--- config.mk ---
export PLATFORM = sky130hd
export DESIGN_NAME = la_fifo_lane_splitter
export DESIGN_NICKNAME = d
export VERILOG_FILES = /design/src/rtl/la_fifo_lane_splitter.sv
export SDC_FILE = /design/constraint.sdc
export NUM_CORES = 1
export LEC_CHECK = 0
export ABC_AREA = 1
export BUFFER_PORTS_ARGS = -buffer_cell sky130_fd_sc_hd__buf_2
export CAP_MARGIN = 10
export CORE_ASPECT_RATIO = 1.25
export CORE_UTILIZATION = 48
export DETAILED_ROUTE_END_ITERATION = 12
export MAX_ROUTING_LAYER = met4
export PLACE_DENSITY = 0.77
export SLEW_MARGIN = 20
export SYNTH_ARGS = -nofsm -noshare
export SYNTH_HDL_FRONTEND = slang
export SYNTH_SLANG_ARGS = --single-unit
--- constraint.sdc ---
create_clock -name clk -period 6.5 [get_ports clk]
set_clock_uncertainty 0.15 [all_clocks]
set_input_delay 0 -clock clk [delete_from_list [all_inputs] [get_ports clk]]
set_output_delay 0 -clock clk [all_outputs]
set_load 0.01 [all_outputs]
--- src/rtl/la_fifo_lane_splitter.sv ---
// Unpacks multi-lane FIFO entries into a one-lane-per-cycle valid/ready stream,
// skipping lanes whose mask bit is clear and flagging the last valid lane of each entry.
module la_fifo_lane_splitter #(
    parameter int LANES      = 2,
    parameter int LANE_WIDTH = 32,
    parameter int LANE_IDX_W = $clog2(LANES)
) (
    input  logic                        clk,
    input  logic                        rst_n,
    input  logic                        flush_i,
    input  logic                        fifo_empty_i,
    input  logic [LANES*LANE_WIDTH-1:0] fifo_data_i,
    input  logic [LANES-1:0]            fifo_mask_i,
    output logic                        fifo_pop_o,
    output logic                        out_valid_o,
    output logic [LANE_WIDTH-1:0]       out_data_o,
    output logic [LANE_IDX_W-1:0]       out_lane_o,
    output logic                        out_last_o,
    input  logic                        out_ready_i
);

    typedef enum logic {IDLE, HOLD} state_t;

    state_t                      state_p0;
    logic [LANES*LANE_WIDTH-1:0] data_p0;
    logic [LANES-1:0]            mask_p0;
    logic                        rst_done_p0;
    logic                        vld_p0;
    logic                        xfer;
    logic                        load;
    logic [LANES-1:0]            lane_oh;

    function automatic logic [LANES-1:0] lowest_oh(input logic [LANES-1:0] m);
        logic [LANES-1:0] r;
        r = '0;
        for (int k = LANES - 1; k >= 0; k--) begin
            if (m[k]) begin
                r    = '0;
                r[k] = 1'b1;
            end
        end
        return r;
    endfunction

    function automatic logic [LANE_IDX_W-1:0] lowest_idx(input logic [LANES-1:0] m);
        logic [LANE_IDX_W-1:0] r;
        r = '0;
        for (int k = LANES - 1; k >= 0; k--) begin
            if (m[k]) r = LANE_IDX_W'(k);
        end
        return r;
    endfunction

    function automatic logic single_bit(input logic [LANES-1:0] m);
        int n;
        n = 0;
        for (int k = 0; k < LANES; k++) n += int'(m[k]);
        return n == 1;
    endfunction

    // Output stage: everything presented downstream comes from held registers only
    assign vld_p0      = (state_p0 == HOLD);
    assign out_valid_o = vld_p0 & rst_n;
    assign out_lane_o  = lowest_idx(mask_p0);
    assign out_last_o  = out_valid_o & single_bit(mask_p0);
    assign lane_oh     = lowest_oh(mask_p0);

    always_comb begin
        out_data_o = data_p0[LANE_WIDTH-1:0];
        for (int k = 0; k < LANES; k++) begin
            if (lane_oh[k]) out_data_o = data_p0[k*LANE_WIDTH +: LANE_WIDTH];
        end
    end

    // The last lane and the next pop share a cycle, so entries stream without bubbles.
    // rst_done_p0 keeps the pop quiet during the first cycle out of reset.
    assign xfer       = out_valid_o & out_ready_i;
    assign load       = (state_p0 == IDLE) | (xfer & out_last_o);
    assign fifo_pop_o = load & ~fifo_empty_i & ~flush_i & rst_n & rst_done_p0;

    always_ff @(posedge clk) begin
        if (!rst_n) begin
            state_p0    <= IDLE;
            mask_p0     <= '0;
            rst_done_p0 <= 1'b0;
        end else begin
            rst_done_p0 <= 1'b1;
            if (flush_i) begin
                state_p0 <= IDLE;
                mask_p0  <= '0;
            end else if (fifo_pop_o) begin
                mask_p0  <= fifo_mask_i;
                state_p0 <= (|fifo_mask_i) ? HOLD : IDLE;
            end else if (load) begin
                state_p0 <= IDLE;
                mask_p0  <= '0;
            end else if (xfer) begin
                mask_p0  <= mask_p0 & ~lane_oh;
                state_p0 <= HOLD;
            end
        end
    end

    // Payload is only meaningful while HOLD, so it carries no reset
    always_ff @(posedge clk) begin
        if (fifo_pop_o) data_p0 <= fifo_data_i;
    end

endmodule

==> results of run 1 <==
-- power by group through the flow --
stage	clock network [mW]	registers, mW	logic (mW)
6_report	0.326	0.490	0.0764
5_1_grt	0.354	0.490	0.0819
4_1_cts	0.336	0.490	0.0751
3_5_place_dp	0	0.500	0.0428
3_3_place_gp	0	0.499	0.0415
2_1_floorplan	0	0.500	0.0160
-- cell families (layout without fill, tap and decap cells) --
kind of cell	after synthesis	after routing	synth area share (%)
flops	68	68	74.1
mux	32	32	17.5
simple gates	14	14	2.31
buf+inv	12	204	3.75
compound gates	6	6	1.43
fa+ha+maj	2	2	0.926
-- routing by layer --
metal | vias up | routed length (um) | global-route usage, %
met3 | 12 | 207 | 4.23
met2 | 64 | 3270 | 38.7
li1 | 880 | - | -
met5 | - | 0 | -
met1 | 858 | 2070 | 19.5
met4 | 0 | 127 | 11.9
-- cell type report --
class / instances / area share (%)
clock inverters: 7 / 1.61
clock buffers: 9 / 2.96
repair buffers: 180 / 30.2
inverters: 8 / 0.717
well taps: 64 / 1.91
multi-input cells: 54 / 14.7
flip-flops and latches: 68 / 47.8
-- through the flow --
step / utilization, % / power, mW / area, um2
global placement: 60.0 / 0.541 / 3260
CTS: 76.7 / 0.901 / 4180
detailed placement: 60.0 / 0.542 / 3260
finish: 76.9 / 0.892 / 4190
global route: 76.9 / 0.926 / 4190
floorplan: - / 0.516 / 2700
-- cells in the mapped netlist --
cell type | number | area [um2]
buf_12 | 3 | 60.1
nand3_1 | 3 | 15.0
o21bai_2 | 1 | 11.3
nor2_2 | 1 | 6.26
ha_1 | 2 | 25.0
inv_1 | 8 | 30.0
dfxtp_1 | 4 | 80.1
o21bai_1 | 1 | 7.51
nand2_1 | 6 | 22.5
nor3_1 | 1 | 5.00
mux2_2 | 2 | 22.5
o21ai_0 | 1 | 5.00
mux2_4 | 30 | 450
a21oi_1 | 3 | 15.0
buf_6 | 1 | 11.3
edfxtp_1 | 64 | 1920
nor2_1 | 2 | 7.51
or2_2 | 1 | 6.26
-- tightest hold or removal path: stages --
cell,delay (ns)
buf_2,0.07
inv_1,0.03
nand2_1,0.11
nor2_2,0.06
a21oi_1,0.13
nor2_1,0.05
-- state kept, by name (all words and copies together), names as in the netlist --
signal / count
data_p0: 64
rst_done_p0: 1
state_p0: 1
mask_p0: 2
-- worst paths after layout --
check	end	slack [ns]	from	depth (start not counted)
hold / removal	state_p0$_SDFFE_PP0P_	0.02	fifo_empty_i	6
setup / recovery	mask_p0[1]$_SDFFE_PP0P_	4.14	mask_p0[0]$_SDFFE_PP0P_	7
hold reg to reg	state_p0$_SDFFE_PP0P_	0.55	rst_done_p0$_DFF_P_	4
setup reg to reg	mask_p0[1]$_SDFFE_PP0P_	4.14	mask_p0[0]$_SDFFE_PP0P_	7
-- timing repair --
action,in CTS,in global routing
hold buffers,72,0
endpoints found under the hold margin,68,0
gates resized for setup,0,0
==> results.yml, run 1 <==
power_and_ir_drop:
  ir_drop_v: 0.000219
  p_leak_nw: 1.72
  seqPwrFrac_pct: 54.9
  p_per_area_nw_per_um2: 213
  power.switching_mw: 0.178
  combPwrFrac_pct: 8.6
  sw_frac_of_total_pct: 19.9
  intPower_mw: 0.714
  pwr-share-clk_pct: 36.5
sta:
  final-hold-violation-count: 0
  layout_setup_ws_ns: 4.14
  slew_viol_final: 0
  finalSetupViolations: 0
  slew_headroom_pct: 56.9
  worstMarginPinSlew_ns: 0.646
  tns_ns: 0
  whs_ns: 0.0237
  fmax_mhz: 424
  finalCritPeriodShare_pct: 36.3
  grt_setup_unrepaired: "no"
  finalCriticalPeriod_ns: 2.36
route:
  wl_mm: 5.67
  vias_per_cell: 4.65
  first_pass_iters: 4
  drcViolationCount: 0
  ant_nets: 0
  wl_per_cell_um: 14.5
  drt-initial-drc-count: 68
  vias: 1814
yosys:
  yosysWarningCount: 0
  syn_nets: 207
  netlist_instances: 134
  syn_area_per_cell_um2: 20.2
  ys_types: 18
  synthesis.area_um2: 2700
  ys_ff_latch: 68
  ys_seq_area_share_pct: 74.1
clocking:
  clkLatencyLatePin_ns: 0.32
  clk_pin_slew_worst_paths_ns: 0.07
  cts_buffers: 9
  cts_setup_buffers: 0
  clockRootBuffer: "clkbuf_8"
  clock-sinks: 68
  cts_tree: "built"
  cts_max_path_buffers: 2
  h-tree-depth: 3
placement:
  dp_cells: 302
  pre_cts_slack_ns: 4.46
  place_hpwl_mm: 3.12
  place.port_buffers: 106
  gp_congestion: 0.764
floorplan:
  fp.coreArea_um2: 5440
  ios: 107
  dieArea_um2: 5940
  dieWidth_um: 69.1
  initial_utilization_pct: 49.7
  fp.dieH_um: 85.9
  num_rows: 30
global_routing:
  grt_overflow: 0
  antenna_found_initial: 0
  first_global_vias: 1986
  grt.total_usage_pct: 20.7
  grt_first_pass_wirelength_mm: 8.73
  grt_max_degree: 38
finish:
  n_fill_cell: 331
  multi_input_area_um2: 617
  area_growth_pct: 54.9
  finalNonFillerCells: 390
  fin_nets: 394
  layout_commonest_cell: "buf_2"
  regArea_um2: 2000
  antenna_cells: 0
  layout_common_cells: "buf_2 (106), dlygate4sd3_1 (72), edfxtp_1 (64)"
  post_route_cells_drive_above_1_share_pct: 49.4
worst_setup_path:
  cp-end-kind: "flop"
  crit_path_max_incr_delay_ns: 0.55
  cp_top_family: "buffers and inverters"
  cp_data_arrival_time_ns: 2.48
  cp_common_cell: "dlygate4sd3_1"
  worst-setup-path-type: "flop to flop"
  crit_slowest_cell: "dlygate4sd3_1"
  critPathBufInv: 3
  crit_path_max_fanout: 3
  path_cells: "inv_1 -> ha_4 -> o21bai_2 -> nand3_1 -> dlygate4sd3_1 -> a21oi_1 -> dlygate4sd3_1"
  start_kind: "flop"
  critPathRequiredTime_ns: 6.62
run_status:
  status: "completed"
min_path:
  hp-class: "input pin to flop"
job:
  maxCapViolCount: 0
Note: power is estimated with default switching activity, not from simulation.
==> run 2: changes to the inputs <==
==> constraint.sdc (replaced) <==
create_clock -name clk -period 2.2 [get_ports clk]
set_clock_uncertainty 0.15 [all_clocks]
set_input_delay 0 -clock clk [delete_from_list [all_inputs] [get_ports clk]]
set_output_delay 0 -clock clk [all_outputs]
set_load 0.01 [all_outputs]
==> run 2 against run 1 <==
Against the previous run: flip-flop and latch count stayed put; critical path depth stayed put; setup slack worse by 3.9 ns; sequential power grew to 3.0 times the previous value; sequential share of layout area is 0.55 points lower; register-to-register slack worse by 3.7 ns; routed wire length is 6.5% higher; via count is 1.1% higher; clock-buffer cell count stayed put; power grew to 3.0 times the previous value; first-iteration DRC count is 28% higher; critical path type is now flop to primary output.
==> results.yml, run 2 (synthesized netlist as in run 1, its figures left out) <==
floorplan:
  fp.coreArea_um2: 5440
  ios: 107
  fp.dieH_um: 85.9
  num_rows: 30
  dieArea_um2: 5940
  initial_utilization_pct: 49.7
  dieWidth_um: 69.1
finish:
  fin_nets: 394
  post_route_cells_drive_above_1_share_pct: 50.6
  n_fill_cell: 311
  area_growth_pct: 56.9
  layout_commonest_cell: "buf_2"
  largest_reg_flops: 64
  top_register: "data_p0"
  layout_common_cells: "buf_2 (106), dlygate4sd3_1 (71), edfxtp_1 (64)"
  reg.largest.list: "data_p0 x64, mask_p0 x2"
worst_setup_path:
  cp_common_cell: "inv_2"
  cp-end-kind: "primary output"
  cp_top_family: "buffers and inverters"
  worst-setup-path-type: "flop to primary output"
  crit_slowest_cell: "dfxtp_2"
  critPathRequiredTime_ns: 2.05
  start_kind: "flop"
  crit_path_max_incr_delay_ns: 0.35
  critPathBufInv: 4
  path_cells: "inv_2 -> ha_4 -> o21bai_4 -> inv_2 -> nor3_4 -> buf_12 -> buf_2"
  crit_path_max_fanout: 33
  cp_data_arrival_time_ns: 1.83
sta:
  slew_viol_final: 0
  fmax_mhz: 506
  finalSetupViolations: 0
  slew_headroom_pct: 76.8
  finalCriticalPeriod_ns: 1.98
  finalCritPeriodShare_pct: 89.9
  layout_setup_ws_ns: 0.222
  final-hold-violation-count: 0
  grt_setup_unrepaired: "no"
  tns_ns: 0
  worstMarginPinSlew_ns: 0.348
power_and_ir_drop:
  intPower_mw: 2.12
  p_per_area_nw_per_um2: 623
  ir_drop_v: 0.000655
  power.switching_mw: 0.528
  p_leak_nw: 1.73
  seqPwrFrac_pct: 54.8
  combPwrFrac_pct: 9.0
  pwr-share-clk_pct: 36.3
  sw_frac_of_total_pct: 20.0
  p_total_mw: 2.64
clocking:
  clock-sinks: 68
  clkLatencyLatePin_ns: 0.32
  cts_tree: "built"
  cts_buffers: 9
  cts_resized: 0
  h-tree-depth: 3
  ctsHoldBuffers: 71
  cts_max_path_buffers: 2
  cts_setup_buffers: 0
  clk_pin_slew_worst_paths_ns: 0.07
  clockRootBuffer: "clkbuf_8"
route:
  drt-initial-drc-count: 87
  wl_mm: 6.04
  drcViolationCount: 0
  vias: 1834
  wl_per_cell_um: 15.4
  vias_per_cell: 4.69
  ant_nets: 0
  first_pass_iters: 4
placement:
  place_hpwl_mm: 3.11
  place.port_buffers: 106
  gp_congestion: 0.763
  pre_cts_slack_ns: 0.422
global_routing:
  grt_first_pass_wirelength_mm: 9.05
  grt_overflow: 0
  grt.total_usage_pct: 21.4
  grt_max_degree: 34
  antenna_found_initial: 1
  first_global_vias: 1979
run_status:
  status: "completed"
min_path:
  hp-class: "input pin to flop"
job:
  maxCapViolCount: 0
## run 2: layer usage
layer	vias to the layer above	GRT usage, %	share of wire (%)
li1	883	-	-
met1	873	20.8	37
met2	68	39.9	57
met3	10	5.05	3.7
met4	0	9.46	2.1
met5	-	-	0
## run 2: cell type report
cell class                      count  area, um2  share of cell area, %
Sequential cell                    68       2000                   47.3
Multi-Input combinational cell     54        631                   14.9
Clock inverter                      7       67.6                   1.59
Antenna cell                        1       2.50                 0.0590
Clock buffer                        9        124                   2.92
Tap cell                           64       80.1                   1.89
Timing Repair Buffer              180       1300                   30.7
Inverter                            8       30.0                  0.708
## run 2: worst paths after layout
check,from,endpoint,slack (ns),depth (start not counted)
max,mask_p0[0]$_SDFFE_PP0P_,fifo_pop_o,0.22,7
min,fifo_empty_i,state_p0$_SDFFE_PP0P_,0.09,6
max reg2reg,mask_p0[0]$_SDFFE_PP0P_,data_p0[56]$_DFFE_PP_,0.40,6
min reg2reg,mask_p0[0]$_SDFFE_PP0P_,mask_p0[0]$_SDFFE_PP0P_,0.37,2
## run 2: tightest hold or removal path, stage by stage
cell	delay, ns
buf_2	0.08
inv_1	0.03
nand2_1	0.13
nor2_2	0.07
a21oi_1	0.15
nor2_1	0.05
## run 2: metrics by stage
| stage | util [%] | hold slack [ns] | cell area, um2 | std cells |
|---|---|---|---|---|
| after detailed placement | 61.3 | 0.00163 | 3340 | 303 |
| final | 77.9 | 0.0890 | 4240 | 391 |
| after CTS | 77.9 | 0.0583 | 4240 | 390 |
| after global routing | 77.9 | 0.111 | 4240 | 391 |
| after global placement | 61.3 | -0.00339 | 3340 | 303 |
| after floorplan | - | -0.122 | 2740 | 134 |
## run 2: power by group through the flow
stage,Combinational (mW),Sequential (mW),Clock (mW)
floorplan,0.0498,1.48,0
global placement,0.129,1.47,0
detailed placement,0.132,1.48,0
CTS,0.228,1.45,0.987
global route,0.252,1.45,1.04
finish,0.237,1.45,0.959
==> run 3: changes to the inputs <==
--- a/config.mk
+++ b/config.mk
@@ -9,10 +9,12 @@
 export BUFFER_PORTS_ARGS = -buffer_cell sky130_fd_sc_hd__buf_2
 export CAP_MARGIN = 10
 export CORE_ASPECT_RATIO = 1.25
-export CORE_UTILIZATION = 48
+export CORE_UTILIZATION = 50
+export CTS_BUF_LIST = sky130_fd_sc_hd__clkbuf_4
+export CTS_CLUSTER_SIZE = 30
 export DETAILED_ROUTE_END_ITERATION = 12
 export MAX_ROUTING_LAYER = met4
-export PLACE_DENSITY = 0.77
+export PLACE_DENSITY = 0.8
 export SLEW_MARGIN = 20
 export SYNTH_ARGS = -nofsm -noshare
 export SYNTH_HDL_FRONTEND = slang
==> run 3 against run 2 <==
Against the previous run: flip-flop and latch count stayed put; critical endpoint unchanged; global-route usage is 1.6 points higher; clock-buffer cell count is 1 higher; setup slack worse by 0.047 ns; utilization is 3.0 points higher; worst hold slack better by 0.072 ns; first-iteration DRC count is 24% higher; final area is 1.7% lower; register-to-register slack hardly changed; maximum frequency is 2.3% lower.
==> results.yml, run 3 (synthesized netlist as in run 1, its figures left out) <==
run_status:
  status: "completed"
worst_setup_path:
  crit_slowest_cell: "dfxtp_2"
  crit_path_max_incr_delay_ns: 0.36
  cp_top_family: "buffers and inverters"
  rr_worst_depth: 7
  worst-setup-path-type: "flop to primary output"
  cp_common_cell: "inv_2"
  start_kind: "flop"
  worstReg2RegStart: "mask_p0[0]$_SDFFE_PP0P_"
  cp_data_arrival_time_ns: 1.87
  critPathRequiredTime_ns: 2.05
  crit_path_max_fanout: 31
  rr_endpoint: "state_p0$_SDFFE_PP0P_"
  path_cells: "inv_2 -> ha_4 -> o21bai_4 -> inv_2 -> nor3_4 -> buf_12 -> buf_2"
  rrSetupSlack_ns: 0.39
  critPathBufInv: 4
  cp-end-kind: "primary output"
floorplan:
  fp.coreArea_um2: 5150
  initial_utilization_pct: 52.5
  dieWidth_um: 67.8
  fp.dieH_um: 84.2
  num_rows: 29
  dieArea_um2: 5710
  ios: 107
placement:
  place_hpwl_mm: 3.30
  gp_congestion: 0.773
  place.port_buffers: 106
  dp_cells: 301
route:
  first_pass_iters: 4
  wl_mm: 5.90
  drt-initial-drc-count: 108
  vias_per_cell: 4.68
  vias: 1807
  ant_nets: 0
  drcViolationCount: 0
  wl_per_cell_um: 15.3
clocking:
  clkLatencyLatePin_ns: 0.37
  clock-sinks: 68
  cts_setup_buffers: 0
  ctsHoldBuffers: 72
  cts_resized: 0
  cts_buffers: 9
  cts_tree: "built"
  h-tree-depth: 3
  clockRootBuffer: "clkbuf_4"
  cts_max_path_buffers: 2
  clk_pin_slew_worst_paths_ns: 0.10
power_and_ir_drop:
  p_per_area_nw_per_um2: 576
  p_total_mw: 2.40
  ir_drop_v: 0.000458
  p_leak_nw: 1.71
global_routing:
  grt_max_degree: 35
  first_global_vias: 1930
  grt_overflow: 0
  grt.total_usage_pct: 23.0
  antenna_found_initial: 0
  grt_first_pass_wirelength_mm: 8.82
min_path:
  min_path_cells: 2
  min_from: "rst_n"
  min_delay_worst_endpoint: "rst_done_p0$_DFF_P_"
  hp-class: "input pin to flop"
finish:
  layout_commonest_cell: "buf_2"
  area_growth_pct: 54.3
  multi_input_area_um2: 631
  top_register: "data_p0"
  finalNonFillerCells: 386
  antenna_cells: 0
  layout_common_cells: "buf_2 (106), dlygate4sd3_1 (72), edfxtp_1 (64)"
  reg.largest.list: "data_p0 x64, mask_p0 x2"
  n_fill_cell: 270
  largest_reg_flops: 64
  post_route_cells_drive_above_1_share_pct: 50.0
  regArea_um2: 2000
  fin_nets: 395
sta:
  slew_viol_final: 0
  finalCritPeriodShare_pct: 92.0
  finalSetupViolations: 0
  grt_setup_unrepaired: "no"
  fmax_mhz: 494
  worstMarginPinSlew_ns: 0.362
  slew_headroom_pct: 75.9
  finalCriticalPeriod_ns: 2.02
  final-hold-violation-count: 0
job:
  maxCapViolCount: 0
==> run 3: worst max path at each step <==
stage                     cells after the start                    start  slack [ns]                    end
after global routing                          7  mask_p0[0]$_SDFFE_PP0P_        0.04             fifo_pop_o
after global placement                        6  mask_p0[0]$_SDFFE_PP0P_        0.45  data_p0[24]$_DFFE_PP_
after CTS                                     7  mask_p0[0]$_SDFFE_PP0P_        0.13             fifo_pop_o
after floorplan                               5  mask_p0[0]$_SDFFE_PP0P_       -0.78   data_p0[0]$_DFFE_PP_
final                                         7  mask_p0[0]$_SDFFE_PP0P_        0.18             fifo_pop_o
after detailed placement                      6  mask_p0[0]$_SDFFE_PP0P_        0.41  data_p0[21]$_DFFE_PP_
==> run 3: layer usage <==
layer / vias up / part of all wire [%] / track usage (%)
met5: - / 0 / -
met4: 0 / 4.1 / 13.7
met3: 21 / 3.8 / 4.89
met2: 74 / 57 / 40.2
met1: 829 / 35 / 21.9
li1: 883 / - / -
==> run 3: layout make-up <==
class	count	area share, %
Clock inverter	3	0.990
Multi-Input combinational cell	54	15.1
Tap cell	62	1.86
Timing Repair Buffer	181	31.4
Inverter	8	0.720
Sequential cell	68	48.1
Clock buffer	10	1.80
==> run 3: power breakdown <==
part           total (mW)  internal (mW)  leakage [nW]  switching (mW)
sequential           1.45           1.44         0.615         0.00624
combinational       0.235          0.158          1.03          0.0771
clock               0.719          0.339        0.0619           0.381
total                2.40           1.94          1.71           0.464
==> run 3: worst reg2reg max path, delay by kind of cell (launching register included) <==
kind,cells,cell delay [ns]
buffers and inverters,3,0.66
flip-flops,1,0.36
AND/OR/NAND/NOR,1,0.05
AO/OA/AOI/OAI,2,0.27
adder cells (fa/ha/maj),1,0.23
==> run 3: through the flow <==
stage               cell area, um2  util [%]  hold WS, ns  TNS (ns)  setup WS [ns]
CTS                           4170      80.9       0.0746         0          0.130
finish                        4170      80.9        0.161         0          0.175
detailed placement            3330      64.7      0.00155         0          0.407
global placement              3330      64.7     -0.00641         0          0.445
global route                  4170      80.9        0.127         0         0.0354
floorplan                     2740         -       -0.122    -50.22         -0.779
